<file path="src/rtl/bsg_dmc_pearl_pkg.sv">
// Shared types and default widths for the DMC pearl tag boot sequencer.
package bsg_dmc_pearl_pkg;

  localparam int unsigned bsg_dmc_pearl_tag_local_els_gp         = 32;
  localparam int unsigned bsg_dmc_pearl_tag_max_payload_width_gp = 16;
  localparam int unsigned bsg_dmc_pearl_tag_lg_els_gp = $clog2(bsg_dmc_pearl_tag_local_els_gp);
  localparam int unsigned bsg_dmc_pearl_tag_lg_len_gp = $clog2(bsg_dmc_pearl_tag_max_payload_width_gp + 1);

  // One table entry at the default widths
  typedef struct packed {
    logic [bsg_dmc_pearl_tag_lg_els_gp-1:0]            node_id;
    logic                                              data_not_reset;
    logic [bsg_dmc_pearl_tag_lg_len_gp-1:0]            len;
    logic [bsg_dmc_pearl_tag_max_payload_width_gp-1:0] payload;
  } bsg_dmc_pearl_tag_seq_entry_s;

  typedef enum logic [3:0] {
    e_seq_idle,
    e_seq_prefill,
    e_seq_start,
    e_seq_node,
    e_seq_dnr,
    e_seq_len,
    e_seq_payload,
    e_seq_gap,
    e_seq_done
  } bsg_dmc_pearl_tag_seq_state_e;

endpackage

</file>
<file path="src/rtl/bsg_dmc_pearl_tag_seq_if.sv">
// Control, entry-table and tag-stream signals between boot logic and the tag sequencer.
interface bsg_dmc_pearl_tag_seq_if
  import bsg_dmc_pearl_pkg::*;
#(
  parameter int unsigned els_p               = bsg_dmc_pearl_tag_local_els_gp,
  parameter int unsigned max_payload_width_p = bsg_dmc_pearl_tag_max_payload_width_gp,
  parameter int unsigned num_entries_p       = 32
) ();

  localparam int unsigned lg_els = $clog2(els_p);
  localparam int unsigned lg_len = $clog2(max_payload_width_p + 1);
  localparam int unsigned addr_w = $clog2(num_entries_p);

  logic                           start_i;
  logic                           abort_i;
  logic [addr_w-1:0]              entry_addr_o;
  logic [lg_els-1:0]              entry_node_id_i;
  logic                           entry_data_not_reset_i;
  logic [lg_len-1:0]              entry_len_i;
  logic [max_payload_width_p-1:0] entry_payload_i;
  logic                           entry_last_i;
  logic                           tag_data_o;
  logic                           busy_o;
  logic                           done_o;
  logic                           aborted_o;

  modport master (
    output start_i, abort_i, entry_node_id_i, entry_data_not_reset_i,
           entry_len_i, entry_payload_i, entry_last_i,
    input  entry_addr_o, tag_data_o, busy_o, done_o, aborted_o
  );

  modport slave (
    input  start_i, abort_i, entry_node_id_i, entry_data_not_reset_i,
           entry_len_i, entry_payload_i, entry_last_i,
    output entry_addr_o, tag_data_o, busy_o, done_o, aborted_o
  );

endinterface

</file>
<file path="src/rtl/bsg_dmc_pearl_tag_serializer.sv">
// LSB-first shift register for the node/dnr/len/payload fields of one tag packet.
module bsg_dmc_pearl_tag_serializer #(
  parameter int unsigned width_p = 32,
  parameter int unsigned cnt_w_p = $clog2(width_p + 1)
) (
  input  logic               clk_i,
  input  logic               reset_n_i,
  input  logic               load,
  input  logic               shift,
  input  logic [width_p-1:0] data,
  input  logic [cnt_w_p-1:0] count,
  output logic               next_bit_c,
  output logic               last_c
);

  // sr_r holds the bits still to go after the one currently on the line
  logic [width_p-1:0] sr_r;
  logic [cnt_w_p-1:0] cnt_r;

  always_ff @(posedge clk_i) begin
    if (!reset_n_i) begin
      sr_r  <= '0;
      cnt_r <= '0;
    end else if (load) begin
      sr_r  <= data >> 1;
      cnt_r <= count - cnt_w_p'(1);
    end else if (shift) begin
      sr_r <= sr_r >> 1;
      if (cnt_r != '0) cnt_r <= cnt_r - cnt_w_p'(1);
    end
  end

  assign next_bit_c = load ? data[0] : sr_r[0];
  assign last_c     = (cnt_r == '0);

endmodule

</file>
<file path="src/rtl/bsg_dmc_pearl_tag_sequencer.sv">
// Walks the entry table after start and serializes one bsg_tag packet per entry onto tag_data_o.
module bsg_dmc_pearl_tag_sequencer
  import bsg_dmc_pearl_pkg::*;
#(
  parameter int unsigned els_p               = bsg_dmc_pearl_tag_local_els_gp,
  parameter int unsigned max_payload_width_p = bsg_dmc_pearl_tag_max_payload_width_gp,
  parameter int unsigned num_entries_p       = 32,
  parameter int unsigned prefill_cycles_p    = 64,
  parameter int unsigned gap_cycles_p        = 4
) (
  input logic               clk_i,
  input logic               reset_n_i,
  bsg_dmc_pearl_tag_seq_if.slave seq
);

  localparam int unsigned lg_els    = $clog2(els_p);
  localparam int unsigned lg_len    = $clog2(max_payload_width_p + 1);
  localparam int unsigned addr_w    = $clog2(num_entries_p);
  localparam int unsigned ser_w     = max_payload_width_p + lg_len + 1 + lg_els;
  localparam int unsigned ser_cnt_w = $clog2(ser_w + 1);
  localparam int unsigned cnt_max_a = (prefill_cycles_p > gap_cycles_p) ? prefill_cycles_p : gap_cycles_p;
  localparam int unsigned cnt_max_b = (lg_els > lg_len) ? lg_els : lg_len;
  localparam int unsigned cnt_max   = (cnt_max_a > cnt_max_b) ? cnt_max_a : cnt_max_b;
  localparam int unsigned cnt_w     = $clog2(cnt_max + 1);

  bsg_dmc_pearl_tag_seq_state_e state_r, state_n;
  logic [cnt_w-1:0]  cnt_r, cnt_n;
  logic [addr_w-1:0] addr_r, addr_n;
  logic [lg_len-1:0] len_r, len_n, len_c;
  logic              last_r, last_n, abort_r, abort_n;
  logic              tag_r, tag_n, busy_r, busy_n, done_r, done_n, aborted_r, aborted_n;
  logic              ser_load, ser_shift, ser_bit_c, ser_last_c;
  logic [ser_w-1:0]     ser_data;
  logic [ser_cnt_w-1:0] ser_count;

  // Oversized lengths are clamped before both transmission and bit counting
  assign len_c     = (seq.entry_len_i > lg_len'(max_payload_width_p)) ? lg_len'(max_payload_width_p)
                                                                      : seq.entry_len_i;
  assign ser_data  = {seq.entry_payload_i, len_c, seq.entry_data_not_reset_i, seq.entry_node_id_i};
  assign ser_count = ser_cnt_w'(lg_els + 1 + lg_len) + ser_cnt_w'(len_c);

  bsg_dmc_pearl_tag_serializer #(
    .width_p (ser_w),
    .cnt_w_p (ser_cnt_w)
  ) serializer (
    .clk_i      (clk_i),
    .reset_n_i  (reset_n_i),
    .load       (ser_load),
    .shift      (ser_shift),
    .data       (ser_data),
    .count      (ser_count),
    .next_bit_c (ser_bit_c),
    .last_c     (ser_last_c)
  );

  always_ff @(posedge clk_i) begin
    if (!reset_n_i) begin
      state_r   <= e_seq_idle;
      cnt_r     <= '0;
      addr_r    <= '0;
      len_r     <= '0;
      last_r    <= 1'b0;
      abort_r   <= 1'b0;
      tag_r     <= 1'b0;
      busy_r    <= 1'b0;
      done_r    <= 1'b0;
      aborted_r <= 1'b0;
    end else begin
      state_r   <= state_n;
      cnt_r     <= cnt_n;
      addr_r    <= addr_n;
      len_r     <= len_n;
      last_r    <= last_n;
      abort_r   <= abort_n;
      tag_r     <= tag_n;
      busy_r    <= busy_n;
      done_r    <= done_n;
      aborted_r <= aborted_n;
    end
  end

  always_comb begin
    state_n   = state_r;
    cnt_n     = cnt_r;
    addr_n    = addr_r;
    len_n     = len_r;
    last_n    = last_r;
    abort_n   = abort_r | seq.abort_i;
    busy_n    = busy_r;
    done_n    = done_r;
    aborted_n = aborted_r;
    ser_load  = 1'b0;
    ser_shift = 1'b0;
    tag_n     = 1'b0;

    unique case (state_r)
      e_seq_idle, e_seq_done: begin
        abort_n = 1'b0;
        if (seq.start_i) begin
          state_n   = e_seq_prefill;
          cnt_n     = cnt_w'(prefill_cycles_p - 1);
          addr_n    = '0;
          busy_n    = 1'b1;
          done_n    = 1'b0;
          aborted_n = 1'b0;
        end
      end
      e_seq_prefill: begin
        if (cnt_r != '0) cnt_n = cnt_r - cnt_w'(1);
        else if (abort_n) begin
          state_n   = e_seq_idle;
          abort_n   = 1'b0;
          busy_n    = 1'b0;
          aborted_n = 1'b1;
        end else state_n = e_seq_start;
      end
      e_seq_start: begin
        ser_load = 1'b1;
        len_n    = len_c;
        last_n   = seq.entry_last_i;
        state_n  = e_seq_node;
        cnt_n    = cnt_w'(lg_els - 1);
      end
      e_seq_node: begin
        ser_shift = 1'b1;
        if (cnt_r != '0) cnt_n = cnt_r - cnt_w'(1);
        else state_n = e_seq_dnr;
      end
      e_seq_dnr: begin
        ser_shift = 1'b1;
        state_n   = e_seq_len;
        cnt_n     = cnt_w'(lg_len - 1);
      end
      e_seq_len: begin
        ser_shift = 1'b1;
        if (cnt_r != '0) cnt_n = cnt_r - cnt_w'(1);
        else if (len_r == '0) begin
          state_n = e_seq_gap;
          cnt_n   = cnt_w'(gap_cycles_p - 1);
        end else state_n = e_seq_payload;
      end
      e_seq_payload: begin
        ser_shift = 1'b1;
        if (ser_last_c) begin
          state_n = e_seq_gap;
          cnt_n   = cnt_w'(gap_cycles_p - 1);
        end
      end
      e_seq_gap: begin
        if (cnt_r != '0) cnt_n = cnt_r - cnt_w'(1);
        else if (abort_n) begin
          state_n   = e_seq_idle;
          abort_n   = 1'b0;
          busy_n    = 1'b0;
          aborted_n = 1'b1;
        end else if (last_r || addr_r == addr_w'(num_entries_p - 1)) begin
          state_n = e_seq_done;
          busy_n  = 1'b0;
          done_n  = 1'b1;
        end else begin
          state_n = e_seq_start;
          addr_n  = addr_r + addr_w'(1);
        end
      end
      default: state_n = e_seq_idle;
    endcase

    // Line value for the upcoming cycle, so tag_data_o leaves a flop
    unique case (state_n)
      e_seq_start:                                     tag_n = 1'b1;
      e_seq_node, e_seq_dnr, e_seq_len, e_seq_payload: tag_n = ser_bit_c;
      default:                                         tag_n = 1'b0;
    endcase
  end

  assign seq.entry_addr_o = addr_r;
  assign seq.tag_data_o   = tag_r;
  assign seq.busy_o       = busy_r;
  assign seq.done_o       = done_r;
  assign seq.aborted_o    = aborted_r;

endmodule

</file>
<file path="src/flat_wrapper.sv">
// flat-port wrapper written by rule: the top's interface ports become plain ports
module bsg_dmc_pearl_tag_sequencer_flat import bsg_dmc_pearl_pkg::*;
#(
  parameter int unsigned els_p               = bsg_dmc_pearl_tag_local_els_gp,
  parameter int unsigned max_payload_width_p = bsg_dmc_pearl_tag_max_payload_width_gp,
  parameter int unsigned num_entries_p       = 32,
  parameter int unsigned prefill_cycles_p    = 64,
  parameter int unsigned gap_cycles_p        = 4
)
  (clk_i, reset_n_i, seq_start_i, seq_abort_i, seq_entry_node_id_i, seq_entry_data_not_reset_i, seq_entry_len_i, seq_entry_payload_i, seq_entry_last_i, seq_entry_addr_o, seq_tag_data_o, seq_busy_o, seq_done_o, seq_aborted_o);
  bsg_dmc_pearl_tag_seq_if #(.els_p(els_p), .max_payload_width_p(max_payload_width_p), .num_entries_p(num_entries_p)) seq_i ();
  input logic clk_i;
  input logic reset_n_i;
  input wire logic [$bits(seq_i.start_i)-1:0] seq_start_i;
  input wire logic [$bits(seq_i.abort_i)-1:0] seq_abort_i;
  input wire logic [$bits(seq_i.entry_node_id_i)-1:0] seq_entry_node_id_i;
  input wire logic [$bits(seq_i.entry_data_not_reset_i)-1:0] seq_entry_data_not_reset_i;
  input wire logic [$bits(seq_i.entry_len_i)-1:0] seq_entry_len_i;
  input wire logic [$bits(seq_i.entry_payload_i)-1:0] seq_entry_payload_i;
  input wire logic [$bits(seq_i.entry_last_i)-1:0] seq_entry_last_i;
  output wire logic [$bits(seq_i.entry_addr_o)-1:0] seq_entry_addr_o;
  output wire logic [$bits(seq_i.tag_data_o)-1:0] seq_tag_data_o;
  output wire logic [$bits(seq_i.busy_o)-1:0] seq_busy_o;
  output wire logic [$bits(seq_i.done_o)-1:0] seq_done_o;
  output wire logic [$bits(seq_i.aborted_o)-1:0] seq_aborted_o;
  assign seq_i.start_i = seq_start_i;
  assign seq_i.abort_i = seq_abort_i;
  assign seq_i.entry_node_id_i = seq_entry_node_id_i;
  assign seq_i.entry_data_not_reset_i = seq_entry_data_not_reset_i;
  assign seq_i.entry_len_i = seq_entry_len_i;
  assign seq_i.entry_payload_i = seq_entry_payload_i;
  assign seq_i.entry_last_i = seq_entry_last_i;
  assign seq_entry_addr_o = seq_i.entry_addr_o;
  assign seq_tag_data_o = seq_i.tag_data_o;
  assign seq_busy_o = seq_i.busy_o;
  assign seq_done_o = seq_i.done_o;
  assign seq_aborted_o = seq_i.aborted_o;
  bsg_dmc_pearl_tag_sequencer #(.els_p(els_p), .max_payload_width_p(max_payload_width_p), .num_entries_p(num_entries_p), .prefill_cycles_p(prefill_cycles_p), .gap_cycles_p(gap_cycles_p)) u_core (.clk_i(clk_i), .reset_n_i(reset_n_i), .seq(seq_i));
endmodule
</file>
<file path="config.mk">
export PLATFORM = sky130hd
export DESIGN_NAME = bsg_dmc_pearl_tag_sequencer_flat
export DESIGN_NICKNAME = d
export VERILOG_FILES = /design/src/rtl/bsg_dmc_pearl_pkg.sv /design/src/rtl/bsg_dmc_pearl_tag_seq_if.sv /design/src/rtl/bsg_dmc_pearl_tag_serializer.sv /design/src/rtl/bsg_dmc_pearl_tag_sequencer.sv /design/src/flat_wrapper.sv
export SDC_FILE = /design/constraint.sdc
export NUM_CORES = 1
export LEC_CHECK = 0
export ABC_AREA = 1
export BUFFER_PORTS_ARGS = -buffer_cell sky130_fd_sc_hd__buf_2
export CAP_MARGIN = 5
export CORE_ASPECT_RATIO = 1.75
export CORE_MARGIN = 2
export CORE_UTILIZATION = 51
export DETAILED_ROUTE_END_ITERATION = 10
export PLACE_DENSITY = 0.84
export SLEW_MARGIN = 0
export SYNTH_ARGS = -nofsm -noshare
export SYNTH_HDL_FRONTEND = slang
export SYNTH_SLANG_ARGS = --single-unit
</file>
<file path="constraint.sdc">
create_clock -name clk_i -period 1.6 [get_ports clk_i]
set_input_delay 0.16 -clock clk_i [delete_from_list [all_inputs] [get_ports clk_i]]
set_output_delay 0.16 -clock clk_i [all_outputs]
set_load 0.1 [all_outputs]
</file>
==> parameters.txt, run 1 <==
Parameter                              Value

Setup path
  Category of the worst setup path capture point    flip-flop
  Endpoint required time on the critical path    approximately 1.9 ns
  Crit Reg-Reg Startpoint    u_core.seq.entry_addr_o[1]
  Slack of the worst reg-to-reg path    -0.11 ns
  Endpoint of the lowest-slack register-to-register path    u_core.seq.tag_data_o
  Kind of launch point of the worst setup path    flip-flop
  Depth of the most critical reg-to-reg path    14
  Worst Setup Path Type    reg -> reg
  Critical path fanouts, max    4
  Arrival time at the worst endpoint    between 1.5 and 2 ns

Floorplan
  Chip height    between 100 and 150 µm
  Width of the die    approximately 61 µm
  Initial Util    between 50% and 60%
  Die outline area    between 0.006 and 0.007 mm²
  Number of standard-cell rows in the floorplan    36
  Number of top-level pins    between 40 and 50
  Area of the core    0.00559 mm²

Detailed routing
  Total iterations of the first detailed-routing run    4
  Detailed Route Iter0 Violations    162
  Drc violations    0
  Number of antenna-violating nets in the routed design    0
  Total length of routed wires    between 7 and 8 mm
  Detail-routed net length per standard cell    ~14 µm
  Via count    3100
  Via density per instance    between 5 and 6

Worst hold path
  Worst Min Path Start    seq_entry_payload_i[15]
  Terminating pin of the worst hold path    u_core.serializer.sr_r[25]
  Instance count along the most critical hold path    3
  Hold WC Path Type    in -> reg

Layout
  Commonest cells after routing, fill and taps aside    sky130_fd_sc_hd__nand2_1 (99), sky130_fd_sc_hd__dfxtp_1 (49), sky130_fd_sc_hd__buf_2 (40)
  Total inserted antenna cells    0
  Layout net count    around 530
  Post-layout instance count excluding filler cells    571
  Fraction of layout instances using a drive strength above 1    30.3%
  Most common cell after layout, fill and taps aside    sky130_fd_sc_hd__nand2_1
  Area overhead of the layout relative to synthesis    33.0%

GRT
  Total congestion overflow after global routing    0
  Antenna violations before repair    0
  First-pass GRT wire length    12.5 mm
  Vias in the first global route    between 2000 and 3000
  Overall track demand over capacity in global routing    between 20% and 30%
  Maximum number of pins on one net before global-route repair    29

STA
  Final period util    107%
  Final setup violation count    8
  Clock tree skew after final layout    0.00769 ns
  Worst hold margin    approximately 0.06 ns
  Worst-case headroom to the max-slew limit    between 60% and 70%
  Final WS setup    -0.107 ns
  Total count of max-transition violations in the final report    0
  Tightest Pin Transition    about 0.5 ns
  Fmax    586 MHz
  Final hold violation count    0
  Unrepaired setup endpoints after global routing    yes
  Final TNS setup    -0.350 ns
  Final worst path period need    1.71 ns

Power
  Largest voltage drop on the vdd net    approximately 0.00095 V
  Cell Pwr Density    1380 mW/mm²
  Static Leak    between 0.0015 and 0.002 µW

Synthesis
  Proportion of netlist area held by the largest area contributor    between 30% and 40%
  Post-Synthesis Cells    roughly 420
  Seq cells post-synth    slightly below 60
  Proportion of synthesized flip-flops having asynchronous set or reset    0%
  Post-Syn Area    just under 0.003 mm²
  Post-synthesis sequential area ratio    between 30% and 40%
  Prevailing post-synth register cell    sky130_fd_sc_hd__dfxtp_1
  Cells taking the most area after synthesis    sky130_fd_sc_hd__dfxtp_1 (40%), sky130_fd_sc_hd__nand2_1 (14%), sky130_fd_sc_hd__o21ai_0 (7.0%)
  Synth Net Count    roughly 460
  Yosys warning count    0
  Number of different library cells in the post-synthesis netlist    32
  Number of flops mapped to enable cells by yosys    0
  Avg Inst Size Synth    between 7 and 8 µm²
  Largest area contributor in the synthesized netlist    sky130_fd_sc_hd__dfxtp_1

Placement
  # placed instances    544
  Worst-case setup slack after placement    -0.0980 ns
  HPWL after detailed placement    about 5.2 mm
  Final RePlAce weighted congestion    0.920
  Port buffer count    40

Clock network
  Clock-pin slew on the worst setup and hold paths    around 0.070 ns
  Clock tree from TritonCTS    yes
  Clk Tree Root Cell    sky130_fd_sc_hd__clkbuf_8
  Clock latency of the later-clocked register in the worst-skew pair    ~0.35 ns
  Number of levels in the clock H-tree    3
  Number of buffers inserted by hold repair at cts    0
  Inserted Clock Buffers    9
  Number of sinks driven by the clock tree    between 50 and 60
  Worst-case clock buffer depth    2

Run status
  Status    finished, violations left
  Failing checks    negative setup slack

Run
  Max-cap violation count    0
-- layer usage --
metal | wire [µm] | GRT usage [%] | vias up
li1 | - | - | 1531
met1 | 2890 | 27.4 | 1448
met2 | 4400 | 44.4 | 99
met3 | 324 | 4.98 | 22
met4 | 248 | 11.9 | 0
met5 | 0 | 0 | -
-- logic make-up after synthesis --
kind of cell    share of synthesized area [%]
compound gates                           21.4
xor+xnor                                 2.09
fa+ha+maj                                2.56
buf+inv                                  8.35
flops                                    39.5
simple gates                             26.0
-- stage by stage --
stage,util [%],power (µW),cell area (µm²)
after global routing,69.9,5680,3910
after floorplan,-,3040,2980
after detailed placement,60.6,3510,3380
final,69.9,5390,3910
after global placement,60.6,3450,3380
after CTS,66.9,5230,3730
-- cell usage after synthesis, types with 2 or more instances --
cell type and count:
sky130_fd_sc_hd__inv_1 35, sky130_fd_sc_hd__buf_1 2, sky130_fd_sc_hd__ha_1 6, sky130_fd_sc_hd__a21oi_4 2
sky130_fd_sc_hd__inv_2 5, sky130_fd_sc_hd__xor2_1 3, sky130_fd_sc_hd__o21ai_0 41, sky130_fd_sc_hd__buf_2 4
sky130_fd_sc_hd__nand3_1 15, sky130_fd_sc_hd__nor2_1 38, sky130_fd_sc_hd__nand2_2 7, sky130_fd_sc_hd__o21ai_1 3
sky130_fd_sc_hd__dfxtp_1 58, sky130_fd_sc_hd__a211oi_1 5, sky130_fd_sc_hd__a21oi_1 31, sky130_fd_sc_hd__nor3_1 6
sky130_fd_sc_hd__buf_4 5, sky130_fd_sc_hd__nand2_1 106, sky130_fd_sc_hd__xnor2_1 4, sky130_fd_sc_hd__a31oi_1 27
sky130_fd_sc_hd__clkbuf_1 5
-- worst max path at each step --
| stage | start | endpoint | cells after the start |
|---|---|---|---|
| 6_report | u_core.seq.entry_addr_o[1] | u_core.seq.tag_data_o | 14 |
| 5_1_grt | u_core.seq.entry_addr_o[1] | u_core.seq.tag_data_o | 14 |
| 4_1_cts | u_core.seq.entry_addr_o[1] | u_core.seq.tag_data_o | 13 |
| 3_5_place_dp | u_core.seq.entry_addr_o[1] | u_core.seq.entry_addr_o[3] | 12 |
| 3_3_place_gp | u_core.seq.entry_addr_o[1] | u_core.seq.tag_data_o | 14 |
| 2_1_floorplan | u_core.seq.entry_addr_o[1] | u_core.seq.entry_addr_o[3] | 12 |
-- power by group --
group          switching (µW)  total [µW]  internal [µW]
Sequential                157        1840           1680
Combinational            1170        1880            713
Clock                     611        1670           1060
Total                    1940        5390           3450
-- worst max-delay path, stage by stage (launching register included) --
cell                      delay, ns
sky130_fd_sc_hd__dfxtp_4       0.36
sky130_fd_sc_hd__ha_4          0.14
sky130_fd_sc_hd__nand2_4       0.06
sky130_fd_sc_hd__nor2_4        0.10
sky130_fd_sc_hd__ha_4          0.15
sky130_fd_sc_hd__inv_4         0.03
sky130_fd_sc_hd__nand2_4       0.07
sky130_fd_sc_hd__nor2_4        0.04
sky130_fd_sc_hd__nand2_4       0.08
sky130_fd_sc_hd__nand3_1       0.13
sky130_fd_sc_hd__nand2_2       0.12
sky130_fd_sc_hd__nand3_1       0.07
sky130_fd_sc_hd__nand2_1       0.10
sky130_fd_sc_hd__nand2_1       0.07
sky130_fd_sc_hd__a21oi_1       0.11
-- state kept, by name (all words and copies together) (netlist names), 4 cells and up --
register,count
u_core.serializer.sr_r,26
u_core.cnt_r,7
u_core.len_r,5
u_core.seq.entry_addr_o,5
u_core.serializer.cnt_r,5
u_core.state_r,4
-- cell type report --
cell class                 count  area (µm²)
clock buffer                  13         180
clock inverter                 3        67.6
fill                         481        1680
inverter                      40         163
multi-input combinational    304        1700
sequential                    58        1180
tap                           76        95.1
timing repair buffer          77         513
-- what timing repair did --
item,in CTS,in global routing
setup endpoints to repair,14,36
setup buffers,9,2
gates resized for setup,19,43
pin swaps,6,7
Power figures use the tool's default switching activity.
==> inputs of run 2 (changes only) <==
--- a/config.mk
+++ b/config.mk
@@ -12,7 +12,7 @@
 export CORE_MARGIN = 2
 export CORE_UTILIZATION = 51
 export DETAILED_ROUTE_END_ITERATION = 10
-export PLACE_DENSITY = 0.84
+export PLACE_DENSITY = 0.87
 export SLEW_MARGIN = 0
 export SYNTH_ARGS = -nofsm -noshare
 export SYNTH_HDL_FRONTEND = slang
==> parameters.txt, run 2 (same netlist as run 1, synthesis figures left out) <==
Parameter                              Value

Run status
  Status    finished, violations left
  Failing checks    negative setup slack

Placement
  Worst-case setup slack after placement    -0.133 ns (-0.0345 ns)
  Port buffer count    40 (unchanged)
  # placed instances    548 (+0.74%)
  HPWL after detailed placement    5.18 mm (about the same)
  Final RePlAce weighted congestion    0.888 (-3.5%)

Floorplan
  Width of the die    61.4 µm (unchanged)
  Number of standard-cell rows in the floorplan    36 (unchanged)
  Die outline area    0.00640 mm² (unchanged)
  Initial Util    52.6% (unchanged)
  Number of top-level pins    41 (unchanged)
  Chip height    104 µm (unchanged)
  Area of the core    0.00559 mm² (unchanged)

Clock network
  Clk Tree Root Cell    sky130_fd_sc_hd__clkbuf_8
  Clock-pin slew on the worst setup and hold paths    0.08 ns (about the same)
  Number of levels in the clock H-tree    3 (unchanged)
  Number of sinks driven by the clock tree    58 (unchanged)
  Inserted Clock Buffers    9 (unchanged)
  Number of buffers inserted by hold repair at cts    0 (unchanged)
  Clock tree from TritonCTS    yes
  Worst-case clock buffer depth    2 (unchanged)
  Clock latency of the later-clocked register in the worst-skew pair    0.35 ns (about the same)

Setup path
  Crit Reg-Reg Startpoint    u_core.seq.entry_addr_o[1]
  Critical path fanouts, max    8 (+4)
  Endpoint of the lowest-slack register-to-register path    u_core.seq.entry_addr_o[2]
  CP peak stage delay    0.35 ns (about the same)
  Critical Path Slowest Stage Cell    sky130_fd_sc_hd__dfxtp_4
  Category of the worst setup path capture point    flip-flop
  Slack of the worst reg-to-reg path    -0.1 ns (about the same)
  Kind of launch point of the worst setup path    flip-flop
  Most Frequent Cell on Critical Path    sky130_fd_sc_hd__nand2_4
  Arrival time at the worst endpoint    1.96 ns (-0.03 ns)
  Cell-by-cell trace of the critical path    ha_4, nand2_4, nor2_4, ha_4, inv_4, nand2_4, nor2_4, nand2_4, a21oi_4, a21oi_1, nor3_1
  Endpoint required time on the critical path    1.86 ns (-0.02 ns)
  Worst Setup Path Type    reg -> reg
  Depth of the most critical reg-to-reg path    11 (-3)
  Origin of the worst setup path    u_core.seq.entry_addr_o[1]
  Crit path to    u_core.seq.entry_addr_o[2]

Layout
  Largest register by flop count    u_core.serializer.sr_r
  Max reg flops    26 (unchanged)
  Commonest cells after routing, fill and taps aside    sky130_fd_sc_hd__nand2_1 (99), sky130_fd_sc_hd__dfxtp_1 (48), sky130_fd_sc_hd__o21ai_0 (40), sky130_fd_sc_hd__buf_2 (40), sky130_fd_sc_hd__buf_4 (37)
  Most common cell after layout, fill and taps aside    sky130_fd_sc_hd__nand2_1
  Total inserted antenna cells    0 (unchanged)
  Fraction of layout instances using a drive strength above 1    31.2% (+0.90 points)
  Layout net count    533 (+0.95%)
  Area overhead of the layout relative to synthesis    32.4%
  Post-layout instance count excluding filler cells    576 (+0.88%)
  Registers with the most flip-flops    u_core.serializer.sr_r x26, u_core.cnt_r x7

STA
  Fmax    588 MHz (+0.41%)
  Worst-case headroom to the max-slew limit    67.2% (+0.15 points)
  Total count of max-transition violations in the final report    0 (unchanged)
  Final WS setup    -0.100 ns (+0.00699 ns)
  Tightest Pin Transition    0.495 ns (-0.00226 ns)
  Worst hold margin    0.0673 ns (+0.00705 ns)
  Clock tree skew after final layout    0.0122 ns (+0.00446 ns)
  Final hold violation count    0 (unchanged)
  Final period util    106% (-0.44 points)
  Unrepaired setup endpoints after global routing    yes
  Final setup violation count    7 (-1)
  Final worst path period need    1.70 ns (-0.00699 ns)

Detailed routing
  Total iterations of the first detailed-routing run    4 (unchanged)
  Total length of routed wires    7.58 mm (-3.6%)
  Via density per instance    5.33 (-1.9%)
  Detail-routed net length per standard cell    13.2 µm (-4.5%)
  Detailed Route Iter0 Violations    125 (-23%)
  Drc violations    0 (unchanged)
  Via count    3069 (-1.0%)
  Number of antenna-violating nets in the routed design    0 (unchanged)

GRT
  Met2 Usage GRT    42.7% (-1.7 points)
  Total congestion overflow after global routing    0 (unchanged)
  Vias in the first global route    2905 (-0.27%)
  Overall track demand over capacity in global routing    24.5% (-0.80 points)
  Antenna violations before repair    0 (unchanged)
  First-pass GRT wire length    12.1 mm (-3.2%)
  Met3 layer usage reported by global route    5.10% (+0.12 points)
  Maximum number of pins on one net before global-route repair    33 (+14%)
  M1 GR Usage    25.9% (-1.5 points)
  Global-route layer with the greatest usage    met2

Power
  Static Leak    0.00169 µW (-0.74%)
  Cell Pwr Density    1350 mW/mm² (-2.3%)
  Largest voltage drop on the vdd net    0.000754 V (-21%)

Worst hold path
  Hold WC Path Type    in -> reg

Run
  Max-cap violation count    0 (unchanged)
-- run 2: how the worst min path moves through the flow --
| stage | end | cells past startpoint | start | slack (ns) |
|---|---|---|---|---|
| floorplan | u_core.serializer.sr_r[25] | 2 | seq_entry_payload_i[15] | 0.31 |
| global placement | u_core.serializer.sr_r[25] | 3 | seq_entry_payload_i[15] | 0.43 |
| detailed placement | u_core.serializer.sr_r[25] | 3 | seq_entry_payload_i[15] | 0.43 |
| CTS | u_core.serializer.sr_r[11] | 3 | seq_entry_payload_i[1] | 0.06 |
| global route | u_core.serializer.sr_r[25] | 3 | seq_entry_payload_i[15] | 0.07 |
| finish | u_core.serializer.sr_r[11] | 3 | seq_entry_payload_i[1] | 0.07 |
-- run 2: report_power, final --
part	switching, µW	internal, µW	total [µW]
registers	160	1680	1840
clock network	651	887	1540
logic	1140	726	1870
total	1950	3300	5250
-- run 2: through the flow --
stage | util, % | TNS (ns) | total power [µW] | instance area, µm²
floorplan | - | -0.642 | 3040 | 2980
global placement | 60.9 | -0.0591 | 3440 | 3400
detailed placement | 60.9 | -0.619 | 3500 | 3400
CTS | 65.7 | -0.353 | 5050 | 3670
global route | 69.6 | -1.43 | 5560 | 3890
finish | 69.6 | -0.583 | 5250 | 3890
-- run 2: metal layers --
layer	wire length, µm	vias to the layer above	share of wire [%]
li1	-	1546	-
met4	292	0	3.9
met2	4130	90	54
met1	2860	1410	38
met3	291	23	3.8
met5	0	-	0
-- run 2: worst max-delay path, delay by kind of cell, from the launching register on --
kind | cells | cell delay (ns)
and+or+nand+nor | 6 | 0.52
AOI/OAI and AO/OA | 2 | 0.37
buffers and inverters | 1 | 0.05
adders and majority gates | 2 | 0.32
DFF | 1 | 0.35
-- run 2: area by class of cell --
cell class,count,area (µm²)
timing repair buffer,82,547
clock inverter,7,98.8
clock buffer,9,124
sequential,58,1180
multi-input combinational,304,1680
tap,76,95.1
inverter,40,160
fill,469,1700
-- run 2: timing repair --
| action | CTS | global route |
|---|---|---|
| cloned | 0 | 0 |
| endpoints found under the setup margin | 17 | 51 |
| gates resized for setup | 10 | 43 |
| buffers inserted | 3 | 9 |
| pin swaps | 3 | 16 |
==> inputs of run 3 (changes only) <==
--- a/config.mk
+++ b/config.mk
@@ -10,9 +10,9 @@
 export CAP_MARGIN = 5
 export CORE_ASPECT_RATIO = 1.75
 export CORE_MARGIN = 2
-export CORE_UTILIZATION = 51
+export CORE_UTILIZATION = 50
 export DETAILED_ROUTE_END_ITERATION = 10
-export PLACE_DENSITY = 0.87
+export PLACE_DENSITY = 0.86
 export SLEW_MARGIN = 0
 export SYNTH_ARGS = -nofsm -noshare
 export SYNTH_HDL_FRONTEND = slang
==> parameters.txt, run 3 (same netlist as run 1, synthesis figures left out) <==
Parameter                              Value

Run status
  Status    finished, violations left
  Failing checks    negative setup slack

Placement
  Port buffer count    40 (unchanged)
  Worst-case setup slack after placement    -0.0850 ns (+0.0476 ns)
  HPWL after detailed placement    5.15 mm (-0.53%)
  Final RePlAce weighted congestion    0.888 (about the same)
  Cell area after placement    0.00337 mm² (-0.81%)

STA
  Final hold violation count    0 (unchanged)
  Final WS setup    -0.127 ns (-0.0267 ns)
  Total count of max-transition violations in the final report    0 (unchanged)
  Tightest Pin Transition    0.502 ns (+0.00711 ns)
  Worst hold margin    0.0697 ns (+0.00237 ns)
  Final period util    108% (+1.7 points)
  Clock tree skew after final layout    0.0118 ns (-0.000340 ns)
  Worst-case headroom to the max-slew limit    66.5% (-0.74 points)
  Final worst path period need    1.73 ns (+0.0267 ns)
  Fmax    579 MHz (-1.5%)
  Unrepaired setup endpoints after global routing    yes
  Final setup violation count    7 (unchanged)

GRT
  Met2 Usage GRT    43.9% (+1.2 points)
  M1 GR Usage    27.3% (+1.4 points)
  Vias in the first global route    3023 (+4.1%)
  Global-route layer with the greatest usage    met2
  Met3 layer usage reported by global route    5.40% (+0.30 points)
  Total congestion overflow after global routing    0 (unchanged)
  Overall track demand over capacity in global routing    26.0% (+1.5 points)
  Maximum number of pins on one net before global-route repair    33 (unchanged)
  First-pass GRT wire length    12.8 mm (+6.1%)
  Antenna violations before repair    0 (unchanged)

Layout
  Largest register by flop count    u_core.serializer.sr_r
  Multi-input gate area in the final layout    0.00175 mm² (+4.0%)
  FF+latch area    0.00118 mm² (-0.11%)
  Layout net count    529 (-0.75%)
  Number of inserted filler cells in the final layout    460 (-1.9%)
  Total inserted antenna cells    0 (unchanged)
  Final design utilization    67.8% (-1.8 points)
  Final instance area    0.00392 mm² (+0.90%)
  Commonest cells after routing, fill and taps aside    sky130_fd_sc_hd__nand2_1 (98), sky130_fd_sc_hd__dfxtp_1 (49), sky130_fd_sc_hd__buf_2 (40)
  Most common cell after layout, fill and taps aside    sky130_fd_sc_hd__nand2_1
  Max reg flops    26 (unchanged)
  Area overhead of the layout relative to synthesis    33.6%
  Registers with the most flip-flops    u_core.serializer.sr_r x26, u_core.cnt_r x7
  Fraction of layout instances using a drive strength above 1    31.9% (+0.65 points)

Setup path
  Endpoint required time on the critical path    1.85 ns (about the same)
  Category of the worst setup path capture point    flip-flop
  Kind of launch point of the worst setup path    flip-flop
  Arrival time at the worst endpoint    1.98 ns (+0.02 ns)
  Worst Setup Path Type    reg -> reg
  Critical path fanouts, max    6 (-2)

Floorplan
  Die outline area    0.00653 mm² (+1.9%)
  Initial Util    50.7% (-1.8 points)
  Number of standard-cell rows in the floorplan    37 (+2.8%)
  Width of the die    61.9 µm (+0.93%)
  Number of top-level pins    41 (unchanged)
  Chip height    105 µm (+0.96%)
  Area of the core    0.00579 mm² (+3.6%)

Detailed routing
  Detail-routed net length per standard cell    14.0 µm (+6.7%)
  Number of antenna-violating nets in the routed design    0 (unchanged)
  Total iterations of the first detailed-routing run    5 (+1)
  Total length of routed wires    8.06 mm (+6.3%)
  Via count    3165 (+3.1%)
  Detailed Route Iter0 Violations    168 (+34%)
  Via density per instance    5.51 (+3.5%)
  Drc violations    0 (unchanged)

Power
  Comb power frac    36.7% (+1.1 points)
  Cell Pwr Density    1340 mW/mm² (-0.97%)
  Clock network power share    28.3% (-1.0 points)
  Switching power summed over all nets    1980 µW (+1.6%)
  Register share of total power    35.0% (about the same)
  Largest voltage drop on the vdd net    0.000733 V (-2.7%)
  Static Leak    0.00174 µW (+2.6%)
  Internal power    3260 µW (-1.1%)
  Switching part of the total power    37.8% (+0.63 points)

Run
  Max-cap violation count    0 (unchanged)

Clock network
  Clock tree from TritonCTS    yes
  Clock-pin slew on the worst setup and hold paths    0.07 ns (about the same)
  Worst-case clock buffer depth    2 (unchanged)
  Clk Tree Root Cell    sky130_fd_sc_hd__clkbuf_8
  Number of sinks driven by the clock tree    58 (unchanged)
  Inserted Clock Buffers    9 (unchanged)
  Number of levels in the clock H-tree    3 (unchanged)
  Number of buffers inserted by hold repair at cts    0 (unchanged)
  Clock latency of the later-clocked register in the worst-skew pair    0.35 ns (about the same)

Worst hold path
  Hold WC Path Type    in -> reg
## run 3: layer usage
| layer | vias up | routed length (µm) |
|---|---|---|
| li1 | 1543 | - |
| met4 | 0 | 445 |
| met5 | - | 0 |
| met3 | 42 | 397 |
| met1 | 1452 | 2880 |
| met2 | 128 | 4340 |
## run 3: cell type report
| type | count | area share, % |
|---|---|---|
| multi-input combinational | 304 | 44.5 |
| sequential | 58 | 30.1 |
| timing repair buffer | 78 | 13.2 |
| clock buffer | 11 | 4.15 |
| inverter | 40 | 4.02 |
| tap | 78 | 2.49 |
| clock inverter | 5 | 1.50 |
## run 3: final timing paths
path | from | to | slack (ns) | cells after the start
min reg2reg | u_core.len_r[4] | u_core.len_r[4] | 0.47 | 2
max reg2reg | u_core.seq.entry_addr_o[0] | u_core.seq.entry_addr_o[4] | -0.13 | 12
min | seq_entry_payload_i[5] | u_core.serializer.sr_r[15] | 0.07 | 3
max | u_core.seq.entry_addr_o[0] | u_core.seq.entry_addr_o[4] | -0.13 | 12
## run 3: power groups by stage
stage	logic [µW]	clock network [µW]	registers, µW
floorplan	997	0	2050
global placement	1590	0	1840
detailed placement	1640	0	1850
CTS	1720	1500	1830
global route	2120	1560	1860
finish	1920	1490	1830
## run 3: through the flow
step,setup TNS (ns),power (µW),std cells
after floorplan,-0.642,3040,419
after global placement,-0.115,3430,546
after detailed placement,-0.432,3490,546
after CTS,-0.366,5050,569
after global routing,-1.76,5550,574
final,-0.632,5240,574
## run 3: timing repair
action                     4_1_cts  5_1_grt
gates resized for setup         28       40
buffers inserted                 7        5
setup endpoints to repair       17       39
pin swaps                       18       25
## run 3: critical path: stages (launching register included)
cell	delay [ns]
sky130_fd_sc_hd__dfxtp_4	0.35
sky130_fd_sc_hd__ha_4	0.17
sky130_fd_sc_hd__nand2_4	0.06
sky130_fd_sc_hd__nor2_4	0.04
sky130_fd_sc_hd__ha_4	0.15
sky130_fd_sc_hd__inv_2	0.06
sky130_fd_sc_hd__nand2_4	0.06
sky130_fd_sc_hd__nor2_4	0.12
sky130_fd_sc_hd__nand2_4	0.07
sky130_fd_sc_hd__a21oi_4	0.20
sky130_fd_sc_hd__buf_12	0.14
sky130_fd_sc_hd__nor2_1	0.04
sky130_fd_sc_hd__a211oi_1	0.17
